### config.mk
export PLATFORM = sky130hd
export DESIGN_NAME = vga_fb_streamer
export DESIGN_NICKNAME = d
export VERILOG_FILES = /design/src/rtl/vga_fb_pkg.sv /design/src/rtl/vga_fb_wr_fifo.sv /design/src/rtl/vga_fb_streamer.sv
export SDC_FILE = /design/constraint.sdc
export NUM_CORES = 1
export LEC_CHECK = 0
export ABC_AREA = 1
export BUFFER_PORTS_ARGS = -buffer_cell sky130_fd_sc_hd__buf_2
export CAP_MARGIN = 10
export CORE_UTILIZATION = 35
export DETAILED_ROUTE_END_ITERATION = 10
export PLACE_DENSITY_LB_ADDON = 0.05
export SLEW_MARGIN = 15
export SYNTH_ARGS = -nofsm -noshare
export SYNTH_HDL_FRONTEND = slang
export SYNTH_SLANG_ARGS = --single-unit
export TNS_END_PERCENT = 10
### constraint.sdc
create_clock -name clk -period 3.1 [get_ports clk]
set_clock_uncertainty 0.2 [all_clocks]
set_input_delay 0.465 -clock clk [delete_from_list [all_inputs] [get_ports clk]]
set_output_delay 0.465 -clock clk [all_outputs]
set_load 0.05 [all_outputs]
### src/rtl/vga_fb_pkg.sv
// Shared definitions for the VGA framebuffer streamer: FSM encoding, data_out bit map, frame totals.
// Pure declarations; no logic, no latency.
package vga_fb_pkg;

  typedef enum logic [1:0] {
    ST_READ      = 2'd0,
    ST_ENTER     = 2'd1,
    ST_WR_IDLE   = 2'd2,
    ST_WR_STROBE = 2'd3
  } fb_state_e;

  localparam int DO_WRITE_BIT  = 7;
  localparam int DO_RESET_PTR  = 6;
  localparam int DO_STROBE     = 5;
  localparam int DO_NIBBLE_LSB = 0;
  localparam int DO_NIBBLE_W   = 4;

  function automatic int h_total(input int vis, input int fp, input int sp, input int bp);
    return vis + fp + sp + bp;
  endfunction

  function automatic int v_total(input int vis, input int fp, input int sp, input int bp);
    return vis + fp + sp + bp;
  endfunction

endpackage

### src/rtl/vga_fb_wr_fifo.sv
// Generic synchronous FIFO; pop_dat shows the head combinationally, push/pop take effect on the clock edge.
// push_rdy drops when full; a push offered while full is ignored here and flagged by the caller.
module vga_fb_wr_fifo #(
  parameter int WIDTH = 5,
  parameter int DEPTH = 8
) (
  input  logic                   clk,
  input  logic                   rst_n,
  input  logic                   push_vld,
  input  logic [WIDTH-1:0]       push_dat,
  output logic                   push_rdy,
  input  logic                   pop_rdy,
  output logic                   pop_vld,
  output logic [WIDTH-1:0]       pop_dat,
  output logic [$clog2(DEPTH):0] level
);
  localparam int AW = $clog2(DEPTH);
  localparam int LW = AW + 1;

  logic [WIDTH-1:0] mem_q [DEPTH];
  logic [AW-1:0]    wr_ptr_q, rd_ptr_q;
  logic [LW-1:0]    level_q;
  logic             do_push, do_pop;

  assign push_rdy = (level_q != LW'(DEPTH));
  assign pop_vld  = (level_q != '0);
  assign do_push  = push_vld && push_rdy;
  assign do_pop   = pop_rdy && pop_vld;
  assign pop_dat  = mem_q[rd_ptr_q];
  assign level    = level_q;

  always_ff @(posedge clk) begin
    if (!rst_n) begin
      wr_ptr_q <= '0;
      rd_ptr_q <= '0;
      level_q  <= '0;
    end else begin
      if (do_push) wr_ptr_q <= wr_ptr_q + 1'b1;
      if (do_pop)  rd_ptr_q <= rd_ptr_q + 1'b1;
      case ({do_push, do_pop})
        2'b10:   level_q <= level_q + 1'b1;
        2'b01:   level_q <= level_q - 1'b1;
        default: level_q <= level_q;
      endcase
    end
  end

  // Storage needs no reset: entries are only visible through the reset pointers/level.
  always_ff @(posedge clk) begin
    if (do_push) mem_q[wr_ptr_q] <= push_dat;
  end

endmodule

### src/rtl/vga_fb_streamer.sv
// VGA timing generator streaming pixels from QSPI RAM, with queued pixel writes issued during vblank.
// Sync/frame_start/data_out are registered from next-state counters; wr_ready drops when the queue is full.
module vga_fb_streamer
  import vga_fb_pkg::*;
#(
  parameter int   LINE_VISIBLE     = 640,
  parameter int   LINE_FRONT_PORCH = 16,
  parameter int   LINE_SYNC_PULSE  = 96,
  parameter int   LINE_BACK_PORCH  = 48,
  parameter int   ROW_VISIBLE      = 480,
  parameter int   ROW_FRONT_PORCH  = 10,
  parameter int   ROW_SYNC_PULSE   = 2,
  parameter int   ROW_BACK_PORCH   = 33,
  parameter int   PIXEL_BITS       = 4,
  parameter logic SYNC_ACTIVE      = 1'b1,
  parameter int   FIFO_DEPTH       = 8,
  parameter int   WAIT_CYCLES      = 16
) (
  input  logic                        clk,
  input  logic                        rst_n,
  output logic                        h_sync,
  output logic                        v_sync,
  output logic [PIXEL_BITS-1:0]       pixel_out,
  output logic                        frame_start,
  output logic [7:0]                  data_dir,
  input  logic [7:0]                  data_in,
  output logic [7:0]                  data_out,
  input  logic                        wr_valid,
  input  logic [PIXEL_BITS-1:0]       wr_data,
  input  logic                        wr_ptr_reset,
  output logic                        wr_ready,
  output logic [$clog2(FIFO_DEPTH):0] fifo_level,
  output logic                        overflow
);
  localparam int H_TOTAL  = h_total(LINE_VISIBLE, LINE_FRONT_PORCH, LINE_SYNC_PULSE, LINE_BACK_PORCH);
  localparam int V_TOTAL  = v_total(ROW_VISIBLE, ROW_FRONT_PORCH, ROW_SYNC_PULSE, ROW_BACK_PORCH);
  localparam int HW       = $clog2(H_TOTAL);
  localparam int VW       = $clog2(V_TOTAL);
  localparam int QW       = PIXEL_BITS + 1;
  localparam int HS_START = LINE_VISIBLE + LINE_FRONT_PORCH;
  localparam int HS_END   = HS_START + LINE_SYNC_PULSE;
  localparam int VS_START = ROW_VISIBLE + ROW_FRONT_PORCH;
  localparam int VS_END   = VS_START + ROW_SYNC_PULSE;

  logic [HW-1:0]         pix_q, pix_d;
  logic [VW-1:0]         line_q, line_d;
  logic                  h_sync_q, v_sync_q, frame_start_q, overflow_q;
  logic [PIXEL_BITS-1:0] pix_reg_q;
  fb_state_e             state_q;
  logic [3:0]            cnt_q, nibble_q;
  logic                  write_bit_q, write_dir_q, strobe_q, reset_ptr_q;
  logic                  vblank_d, last_line_d, visible;
  logic                  q_push_rdy, q_pop_rdy, q_pop_vld;
  logic [QW-1:0]         q_pop_dat;
  logic                  unused_data_in;

  always_comb begin
    pix_d  = pix_q + 1'b1;
    line_d = line_q;
    if (int'(pix_q) == H_TOTAL - 1) begin
      pix_d  = '0;
      line_d = (int'(line_q) == V_TOTAL - 1) ? '0 : line_q + 1'b1;
    end
  end

  // FSM decisions look at the line of the coming cycle so write_bit edges land on pixel 0.
  assign vblank_d    = (int'(line_d) >= ROW_VISIBLE);
  assign last_line_d = (int'(line_d) == V_TOTAL - 1);
  assign visible     = (int'(pix_q) < LINE_VISIBLE) && (int'(line_q) < ROW_VISIBLE);
  assign q_pop_rdy   = (state_q == ST_WR_IDLE) && !last_line_d;

  vga_fb_wr_fifo #(.WIDTH(QW), .DEPTH(FIFO_DEPTH)) u_wr_fifo (
    .clk      (clk),
    .rst_n    (rst_n),
    .push_vld (wr_valid),
    .push_dat ({wr_ptr_reset, wr_data}),
    .push_rdy (q_push_rdy),
    .pop_rdy  (q_pop_rdy),
    .pop_vld  (q_pop_vld),
    .pop_dat  (q_pop_dat),
    .level    (fifo_level)
  );

  always_ff @(posedge clk) begin
    if (!rst_n) begin
      pix_q         <= '0;
      line_q        <= '0;
      h_sync_q      <= ~SYNC_ACTIVE;
      v_sync_q      <= ~SYNC_ACTIVE;
      frame_start_q <= 1'b0;
      pix_reg_q     <= '0;
      overflow_q    <= 1'b0;
    end else begin
      pix_q         <= pix_d;
      line_q        <= line_d;
      h_sync_q      <= (int'(pix_d) >= HS_START && int'(pix_d) < HS_END) ? SYNC_ACTIVE : ~SYNC_ACTIVE;
      v_sync_q      <= (int'(line_d) >= VS_START && int'(line_d) < VS_END) ? SYNC_ACTIVE : ~SYNC_ACTIVE;
      frame_start_q <= (pix_d == '0) && (line_d == '0);
      if (state_q == ST_READ) pix_reg_q <= data_in[PIXEL_BITS-1:0];
      if (wr_valid && !q_push_rdy) overflow_q <= 1'b1;
    end
  end

  always_ff @(posedge clk) begin
    if (!rst_n) begin
      state_q     <= ST_READ;
      cnt_q       <= '0;
      write_bit_q <= 1'b0;
      write_dir_q <= 1'b0;
      strobe_q    <= 1'b0;
      nibble_q    <= '0;
      reset_ptr_q <= 1'b0;
    end else begin
      strobe_q    <= 1'b0;
      nibble_q    <= '0;
      reset_ptr_q <= 1'b0;
      case (state_q)
        ST_READ: begin
          if (vblank_d && q_pop_vld && !last_line_d) begin
            state_q     <= ST_ENTER;
            write_bit_q <= 1'b1;
            cnt_q       <= '0;
          end
        end
        ST_ENTER: begin
          if (cnt_q == 4'(WAIT_CYCLES - 1)) begin
            state_q     <= ST_WR_IDLE;
            write_dir_q <= 1'b0;
          end else begin
            cnt_q <= cnt_q + 1'b1;
          end
        end
        ST_WR_IDLE: begin
          if (!q_pop_vld || last_line_d) begin
            state_q     <= ST_READ;
            write_bit_q <= 1'b0;
            write_dir_q <= 1'b0;
          end else begin
            state_q     <= ST_WR_STROBE;
            strobe_q    <= 1'b1;
            nibble_q    <= 4'(q_pop_dat[PIXEL_BITS-1:0]);
            reset_ptr_q <= q_pop_dat[PIXEL_BITS];
          end
        end
        ST_WR_STROBE: state_q <= ST_WR_IDLE;
        default:      state_q <= ST_READ;
      endcase
    end
  end

  always_comb begin
    data_out = '0;
    data_out[DO_WRITE_BIT] = write_bit_q;
    data_out[DO_RESET_PTR] = (state_q == ST_READ || state_q == ST_ENTER) ?
                             (h_sync_q == SYNC_ACTIVE) : reset_ptr_q;
    data_out[DO_STROBE]    = strobe_q;
    data_out[DO_NIBBLE_LSB +: DO_NIBBLE_W] = nibble_q;
  end

  assign data_dir       = {4'b1110, {4{write_dir_q}}};
  assign h_sync         = h_sync_q;
  assign v_sync         = v_sync_q;
  assign frame_start    = frame_start_q;
  assign pixel_out      = (visible && state_q == ST_READ) ? pix_reg_q : '0;
  assign wr_ready       = q_push_rdy;
  assign overflow       = overflow_q;
  assign unused_data_in = ^data_in[7:PIXEL_BITS];

endmodule

# Word level (Yosys, flattened, before mapping)
# Memories as Yosys holds them, arrays and structs flattened. A register that Yosys moved wholly into a read port is not among the register bits.
# Cells that the tools add are included.
# op_classes
add_sub_neg	7
magnitude_cmp	7
n_eq_ne	14
mux	23
bitwise_logic	2
n_reduce_logical	30
# ops
operator	n
$mux W10	3
$add A10 B1 Y10 const B	2
$eq A10 B10 Y1 const B	2
$ge A10 B9 Y1 const B	2
$logic_not A10 Y1	2
$lt A10 B10 Y1 const B	2
$lt A10 B9 Y1 const B	2
$pmux W4 S2	2
$mux W4	3
$logic_and A1 B1 Y1	11
$eq A10 B9 Y1 const B	1
$ge A10 B10 Y1 const B	1
$mux W1	9
$reduce_and A3 Y1	3
$add A4 B1 Y4 const B	2
$pmux W2 S4	1
$reduce_bool A2 Y1	4
$add A3 B1 Y3 const B	2
$eq A2 B2 Y1 const B	3
$mux W2	3
$eq A2 B1 Y1 const B	2
$eq A4 B4 Y1 const B	1
$ne A2 B1 Y1 const B	2
$ne A2 B2 Y1 const B	2
other kinds (10)	16
# totals
reg_bits	47
ramBits	40
input_bits	16
output_inout_bits	29
word_cells	99
mem_count	1
# mem_list
name	words	width	read_ports	rd_ports_with_merged_regs	write_ports	line_no	rtl
u_wr_fifo.mem_q	8	5	1	1	1	vga_fb_wr_fifo.sv:20	logic [WIDTH-1:0] mem_q [DEPTH];

# Logic depth before layout (Yosys ltp)
# Gate-level depths: netlist (run 1).
# depth
depth_word	9
mapped_depth	24
ltp_nobuf	23

# Cells and area by module
# From an unflattened synthesis (run 1), not the netlist that was laid out.
# hier_totals
cells_unflattened	537
hier_area_um2	4473.0
# modules_own_cells
module	instances	cells_per_inst	area_each_um2	seq_area_each_um2
vga_fb_wr_fifo	1	207	2255.9	1461.4
vga_fb_streamer	1	330	2217.1	820.8

# Worst setup path after synthesis (run 1)
# OpenSTA, ideal clock, no wires.
# synth_path
path_kind	register -> register
from	reg pix_q[0]
to	reg u_wr_fifo.level_q[2] (netlist: u_wr_fifo.level[2])
setup_time_ps	115
arrival_time_ps	2619
required_time_ps	2785
setup_slack_ps	166
path_stages_with_launch	23
path_buffers	1
synth_period_minus_slack_ps	2934
path_cell_list	dfxtp_1 -> ha_1 -> nand4_2 -> nor2_2 -> buf_6 -> nand2_1 -> nand2_1 -> nand2_2 -> inv_2 -> nand2_2 -> nor2_2 -> nand3_2 -> nand2_4 -> nor2_4 -> ha_1 -> nand2_1 -> inv_1 -> nor2_1 -> ha_1 -> a21oi_1 -> xor2_1 -> o21ai_0 -> inv_1
# synth_between
elab_chain_cells	8
word_cells_on_any_way	10
cone_classes	eq/ne (4); mux (2); reduce/logical (4)
# synth_lines
element	line_no	rtl
from (decl)	vga_fb_streamer.sv:45	logic [HW-1:0] pix_q, pix_d;
from (signal assigned)	vga_fb_streamer.sv:94	pix_q <= pix_d;
$eq A10 B9 Y1 (*)	vga_fb_streamer.sv:60	if (int'(pix_q) == H_TOTAL - 1) begin
$mux W10 (*)	vga_fb_streamer.sv:60	
$eq A10 B10 Y1 (*)	vga_fb_streamer.sv:68	assign last_line_d = (int'(line_d) == V_TOTAL - 1);
$logic_not A1 Y1 (*)	vga_fb_streamer.sv:70	assign q_pop_rdy = (state_q == ST_WR_IDLE) && !last_line_d;
$logic_and A1 B1 Y1 (*)	vga_fb_streamer.sv:70	
$logic_and A1 B1 Y1 (*)	vga_fb_wr_fifo.sv:28	assign do_pop = pop_rdy && pop_vld;
net u_wr_fifo.do_pop	vga_fb_wr_fifo.sv:23	logic do_push, do_pop;
$eq A2 B1 Y1 or $eq A2 B2 Y1 (tied branches)	vga_fb_wr_fifo.sv:40	case ({do_push, do_pop})
$pmux W4 S2 or $reduce_bool A2 Y1 (tied branches)	-	
to (signal assigned)	vga_fb_wr_fifo.sv:41	2'b10: level_q <= level_q + 1'b1;
to (signal assigned)	vga_fb_wr_fifo.sv:42	2'b01: level_q <= level_q - 1'b1;
to (signal assigned)	vga_fb_wr_fifo.sv:43	default: level_q <= level_q;
to (decl)	vga_fb_wr_fifo.sv:22	logic [LW-1:0] level_q;
# Mark *: on every way through the listed nets, which the timed path passes. The rest lies on a longest branch.
# A chain may end at the register's enable or synchronous reset.

# Final worst setup path (run 1)
# Ends and elaborated chain as after synthesis.

==> impl_metrics.ini, run 1 <==
[timing]
fin_crit_sh = 0.9407
setup_viol = 0
tightestPinTransition_ns = 0.7814
fmax_mhz = 342.9
final_hold_viol_count = 0
slew_headroom = 0.4783
hold-worst-slack_ns = 0.1988
slew_viol_final = 0
layout_min_cycle_time_ns = 2.916

[yosys]
synth_flop_cell = dfxtp_1
synth_area_per_cell_um2 = 8.380
synth_adder_area_share = 0.02569
synth_top_family_by_area = simple AND/OR/NAND/NOR gates
synthXorXnorAreaFrac = 0.009991
synthSimpleGateAreaFrac = 0.2666
synth_edf_count = 40
synth_compound_area_frac = 0.09592
yosysWarnings = 0
synth_cell_types = 40
ys_seq_elements = 91
synthMuxAreaShare = 0
synthCells = 523
synthArstFlopShare = 0
syn_area_um2 = 4383
yosysSeqAreaShare = 0.5070

[pwr]
swShare = 0.2409
p_per_area_nw_per_um2 = 485.5
p_int_w = 0.001943
switchingPower_w = 0.0006168
power_w = 0.002560
p_leak_nw = 2.203
comb_power_share = 0.066
pwr-share-seq = 0.504
clkPwrFrac = 0.431
ir_drop_uv = 318.2

[critical_path]
crit_top_cell = nor2_4
crit_chain = ha_4, nand4_4, nor2_4, buf_12, nand3_1, nand3_1, nand2_2, nor2_4, nand3_4, nand2_4, nor2_4, ha_4, nand2_1, inv_1, nor2_2, ha_2, a21oi_1, xor2_1, o21ai_1, inv_1
worstPathMaxFanout = 17
start_kind = flop
path_class = reg2reg
worstPathArrival_ns = 2.96
required_ns = 3.14
endpoint_kind = flop
cpMaxStageDelayCell = dfxtp_2
max_stage_delay_ns = 0.35

[layout]
diodes = 0
most-common-layout-cells = 119 x nand2_1, 58 x nor2_1, 53 x inv_1
area_delta_synth_final_pct = 20.30
finalNetCount = 602
layout-drive-gt1-share = 0.2251
final_common_cell = nand2_1

[placement]
gp_congestion = 0.8225
port_buffers = 31
dp_hpwl_um = 7273

[floorplanning]
io_pins = 45
dieArea_um2 = 12970
rows = 40
fp.dieH_um = 113.9
die_w_um = 113.9
initial_core_util = 0.3619
design.core.area_um2 = 12110

[min_path]
hold_class = in2reg

[clock_network]
h-tree-depth = 3
cts_buffers = 9
cts_root_buffer = clkbuf_16
cts_max_path_buffers = 2
worstSkewPairLatency_ns = 0.35
cts_hold_buf = 0
clock-sinks = 91
clkTransAtPathRegs_ns = 0.07
cts_tree = yes

[global_route]
gr-usage-all-layers = 0.1695
gr-total-overflow = 0
grt_pass1_vias = 3413
grt_max_degree = 26
grt_pass1_wl_um = 16780
antenna_found_initial = 0

[drt]
drcViolationCount = 0
initialDrtViolationCount = 218
dr.pass1.iters = 5
ant_nets = 0
vias_per_cell = 4.755
wl_um = 10150
dr_total_vias = 3566
wl_per_cell_um = 13.53

[run]
cap_violations = 0

[outcome]
outcome = completed
## worst max-delay path, delay by kind of cell (launching register included)
family                     cells  cell delay, ns
AOI/OAI and AO/OA              2            0.17
xor gates and xnor gates       1            0.17
adders and majority gates      3            0.51
buffers and inverters          3            0.25
DFF                            1            0.35
and+or+nand+nor               11            1.14
## metal layers
metal	vias to the layer above	global-route usage	share of wire
met3	10	0.03082	0.024
met1	1691	0.2174	0.48
met5	-	0	0
met2	51	0.2817	0.48
li1	1814	-	-
met4	0	0.07013	0.014
## Yosys cell counts, types with 2 or more instances
cell type | count | area share
o21ai_1 | 2 | 0.0023
o21ai_0 | 16 | 0.018
nor2_1 | 63 | 0.054
nand2_4 | 3 | 0.0077
nand2_1 | 125 | 0.11
nand3_2 | 3 | 0.0069
a21oi_2 | 7 | 0.014
nand3_1 | 35 | 0.040
nand4_1 | 9 | 0.013
a21oi_1 | 30 | 0.034
clkbuf_1 | 7 | 0.0060
dfxtp_1 | 51 | 0.23
ha_1 | 9 | 0.026
conb_1 | 2 | 0.0017
inv_2 | 2 | 0.0017
edfxtp_1 | 40 | 0.27
xor2_1 | 4 | 0.0080
nor2_2 | 5 | 0.0071
a32oi_1 | 10 | 0.020
nor2_4 | 2 | 0.0051
nor4_1 | 3 | 0.0043
buf_4 | 11 | 0.019
nor3_1 | 6 | 0.0069
nand2_2 | 4 | 0.0057
buf_6 | 5 | 0.013
inv_1 | 55 | 0.047
## path summary, 6_finish.rpt
check                                             end        from  slack, ns  depth (start not counted)
worst min-delay path            u_wr_fifo.mem_q[0][2]  wr_data[2]       0.20                          1
worst min register to register               overflow    overflow       0.25                          2
worst max register to register     u_wr_fifo.level[2]    pix_q[0]       0.18                         20
worst max-delay path               u_wr_fifo.level[2]    pix_q[0]       0.18                         20
## cell type report
type	instances	area [um^2]
Inverter	60	229.0
Fill cell	1246	6839
Multi-Input combinational cell	355	1923
Tap cell	168	210.2
Sequential cell	91	2232
Clock buffer	9	225.2
Timing Repair Buffer	60	385.4
Clock inverter	7	67.56
## state kept, by name, summed over array words and instances, names as in the netlist
name / cells
u_wr_fifo.wr_ptr_q: 3
reset_ptr_q: 1
strobe_q: 1
line_q: 10
pix_reg_q: 4
u_wr_fifo.mem_q: 40
pix_q: 10
u_wr_fifo.rd_ptr_q: 3
u_wr_fifo.level: 4
v_sync: 1
overflow: 1
nibble_q: 4
state_q: 2
cnt_q: 4
h_sync: 1
write_bit_q: 1
frame_start: 1
## power by group through the flow
stage	clock network, W	registers [W]	logic (W)
5_1_grt	0.00118	0.00129	0.000187
6_report	0.00110	0.00129	0.000168
3_5_place_dp	0	0.00132	0.000166
4_1_cts	0.00114	0.00129	0.000167
3_3_place_gp	0	0.00131	0.000166
2_1_floorplan	0	0.00133	0.000112
## timing repair
action	4_1_cts	5_1_grt
cloned	0	0
pin swaps	0	14
buffers inserted	0	4
gates resized for setup	3	38
endpoints found under the setup margin	1	3
## stage by stage
step                      cell area (um^2)  instances  setup TNS (ns)    util  setup slack [ns]
after floorplan                       4409        530               0       -            0.1655
after global placement                4796        730               0  0.3960           0.02066
after detailed placement              4796        730        -0.02135  0.3960          -0.02135
after CTS                             5097        746               0  0.4209          0.001411
after global routing                  5273        750        -0.04581  0.4353          -0.03283
final                                 5273        750               0  0.4353            0.1837
## logic make-up (layout without fill, tap and decap cells)
group,count (synthesis),count (layout)
AO/OA/AOI/OAI,69,69
other,2,9
flip-flops,91,91
XOR/XNOR,5,5
adder cells (fa/ha/maj),9,9
AND/OR/NAND/NOR,263,263
buffers and inverters,84,136
No activity file was read; power rests on OpenSTA's default activity.
==> run 2, diff against run 1 <==
Settings changed: BUFFER_PORTS_ARGS -buffer_cell sky130_fd_sc_hd__buf_2 to not set, CORE_UTILIZATION 35 to 40, CTS_BUF_LIST set to sky130_fd_sc_hd__clkbuf_8, DONT_BUFFER_PORTS set to 1.
==> run 2 against run 1 <==
  * Sequential power is essentially flat
  * Global-route usage increased by 1.1 points
  * Clock power decreased by 25%
  * Largest cell class unchanged
==> impl_metrics.ini, run 2 (synthesis gave the netlist of run 1 again) <==
[critical_path]
required_ns = 3.21
worstPathArrival_ns = 3.10
ff2ff_setup_slack_ns = 0.11
worstPathMaxFanout = 4
start_kind = flop
path_class = reg2reg
endpoint_kind = flop

[floorplanning]
fp.dieH_um = 106.7
rows = 37
initial_core_util = 0.4189
design.core.area_um2 = 10460
die_w_um = 106.7
io_pins = 45
dieArea_um2 = 11380

[pwr]
p_per_area_nw_per_um2 = 440.1
p_leak_nw = 2.157
ir_drop_uv = 246.1

[timing]
slew_viol_final = 0
setup_viol = 0
fin_crit_sh = 0.9658
rsz0062_at_grt = yes
fmax_mhz = 334.0
tightestPinTransition_ns = 0.7821
layout_min_cycle_time_ns = 2.994
slew_headroom = 0.4779
tns_ns = 0
fin_ws_ns = 0.1062
hold-worst-slack_ns = 0.03157
final_hold_viol_count = 0

[drt]
initialDrtViolationCount = 190
wl_um = 10000
drcViolationCount = 0
ant_nets = 0
dr_total_vias = 3494
wl_per_cell_um = 14.09
vias_per_cell = 4.921
dr.pass1.iters = 4

[layout]
diodes = 0
most-common-layout-cells = 120 x nand2_1, 58 x nor2_1, 55 x inv_1
instances_no_fill = 710
largest_reg_flops = 40
finalCoreUtilization = 0.4981
final_common_cell = nand2_1
reg_top3 = u_wr_fifo.mem_q x40, line_q x10, pix_q x10
top_register = u_wr_fifo.mem_q
area_delta_synth_final_pct = 18.90
finalNetCount = 594
layout-drive-gt1-share = 0.2038

[placement]
gp_congestion = 0.8187
port_buffers = 0
dp_cells = 677
dp_hpwl_um = 6901
dp_slack_ns = -0.04103

[clock_network]
cts_max_path_buffers = 2
cts_buffers = 9
cts_tree = yes
clock-sinks = 91
h-tree-depth = 3
clkTransAtPathRegs_ns = 0.09
cts_root_buffer = clkbuf_8
worstSkewPairLatency_ns = 0.36

[global_route]
grt_util_met2 = 0.2908
grt_pass1_wl_um = 15770
met3_usage = 0.04012
antenna_found_initial = 0
grtUsageMet1 = 0.2434
grt_max_degree = 24
gr-usage-all-layers = 0.1804
gr-total-overflow = 0
top_usage_layer = met2
grt_pass1_vias = 3240

[run]
cap_violations = 0

[min_path]
hold_class = in2reg

[outcome]
outcome = completed
==> run 2: repair_timing <==
action | 4_1_cts | 5_1_grt
endpoints found under the setup margin | 2 | 3
buffers inserted | 0 | 8
cloned | 0 | 2
hold buffers | 7 | 0
pin swaps | 1 | 14
endpoints found under the hold margin | 43 | 0
gates resized for setup | 4 | 38
==> run 2: path summary, 6_finish.rpt <==
check / cells after the start / end / start
worst max register to register: 21 / u_wr_fifo.level[2] / pix_q[1]
worst min-delay path: 2 / u_wr_fifo.wr_ptr_q[2] / rst_n
worst max-delay path: 21 / u_wr_fifo.level[2] / pix_q[1]
worst min register to register: 2 / pix_reg_q[3] / pix_reg_q[3]
==> run 2: per-stage QoR <==
step,total power (W),instance area (um^2)
2_1_floorplan,0.001439,4409
3_3_place_gp,0.001465,4676
3_5_place_dp,0.001467,4676
4_1_cts,0.002308,4960
5_1_grt,0.002393,5211
6_report,0.002293,5211
==> run 2: cell type report <==
cell class              instances  area [um^2]
flip-flops and latches         91         2232
multi-input cells             355         1922
clock buffers                   9        123.9
fillers                      1001         5251
well taps                     136        170.2
inverters                      60        229.0
repair buffers                 52        459.2
clock inverters                 7        75.07
==> run 2: report_power, final <==
| group | leakage [nW] | switching (W) | internal [W] |
|---|---|---|---|
| Clock | 0.103 | 0.000445 | 0.000380 |
| Sequential | 0.780 | 0.0000118 | 0.00127 |
| Combinational | 1.27 | 0.000126 | 0.0000557 |
==> run 2: metal layers <==
layer | part of all wire | vias to the layer above
met4 | 0.0095 | 0
met2 | 0.46 | 69
met5 | 0 | -
met1 | 0.50 | 1615
li1 | - | 1802
met3 | 0.035 | 8
==> run 2: worst max-delay path: stages (launching register included) <==
cell and delay [ns]:
dfxtp_2 0.36, ha_4 0.15, nand4_4 0.11, nor2_4 0.26
clkbuf_16 0.20, inv_2 0.06, nand2_1 0.08, nand2_1 0.07
nand2_1 0.08, nor2_2 0.05, nand3_2 0.10, nand2_4 0.06
nor2_4 0.17, ha_4 0.19, nand2_2 0.06, inv_2 0.08
nor2_4 0.05, ha_4 0.15, a21oi_2 0.10, xor2_1 0.20
o21ai_1 0.09, inv_1 0.05
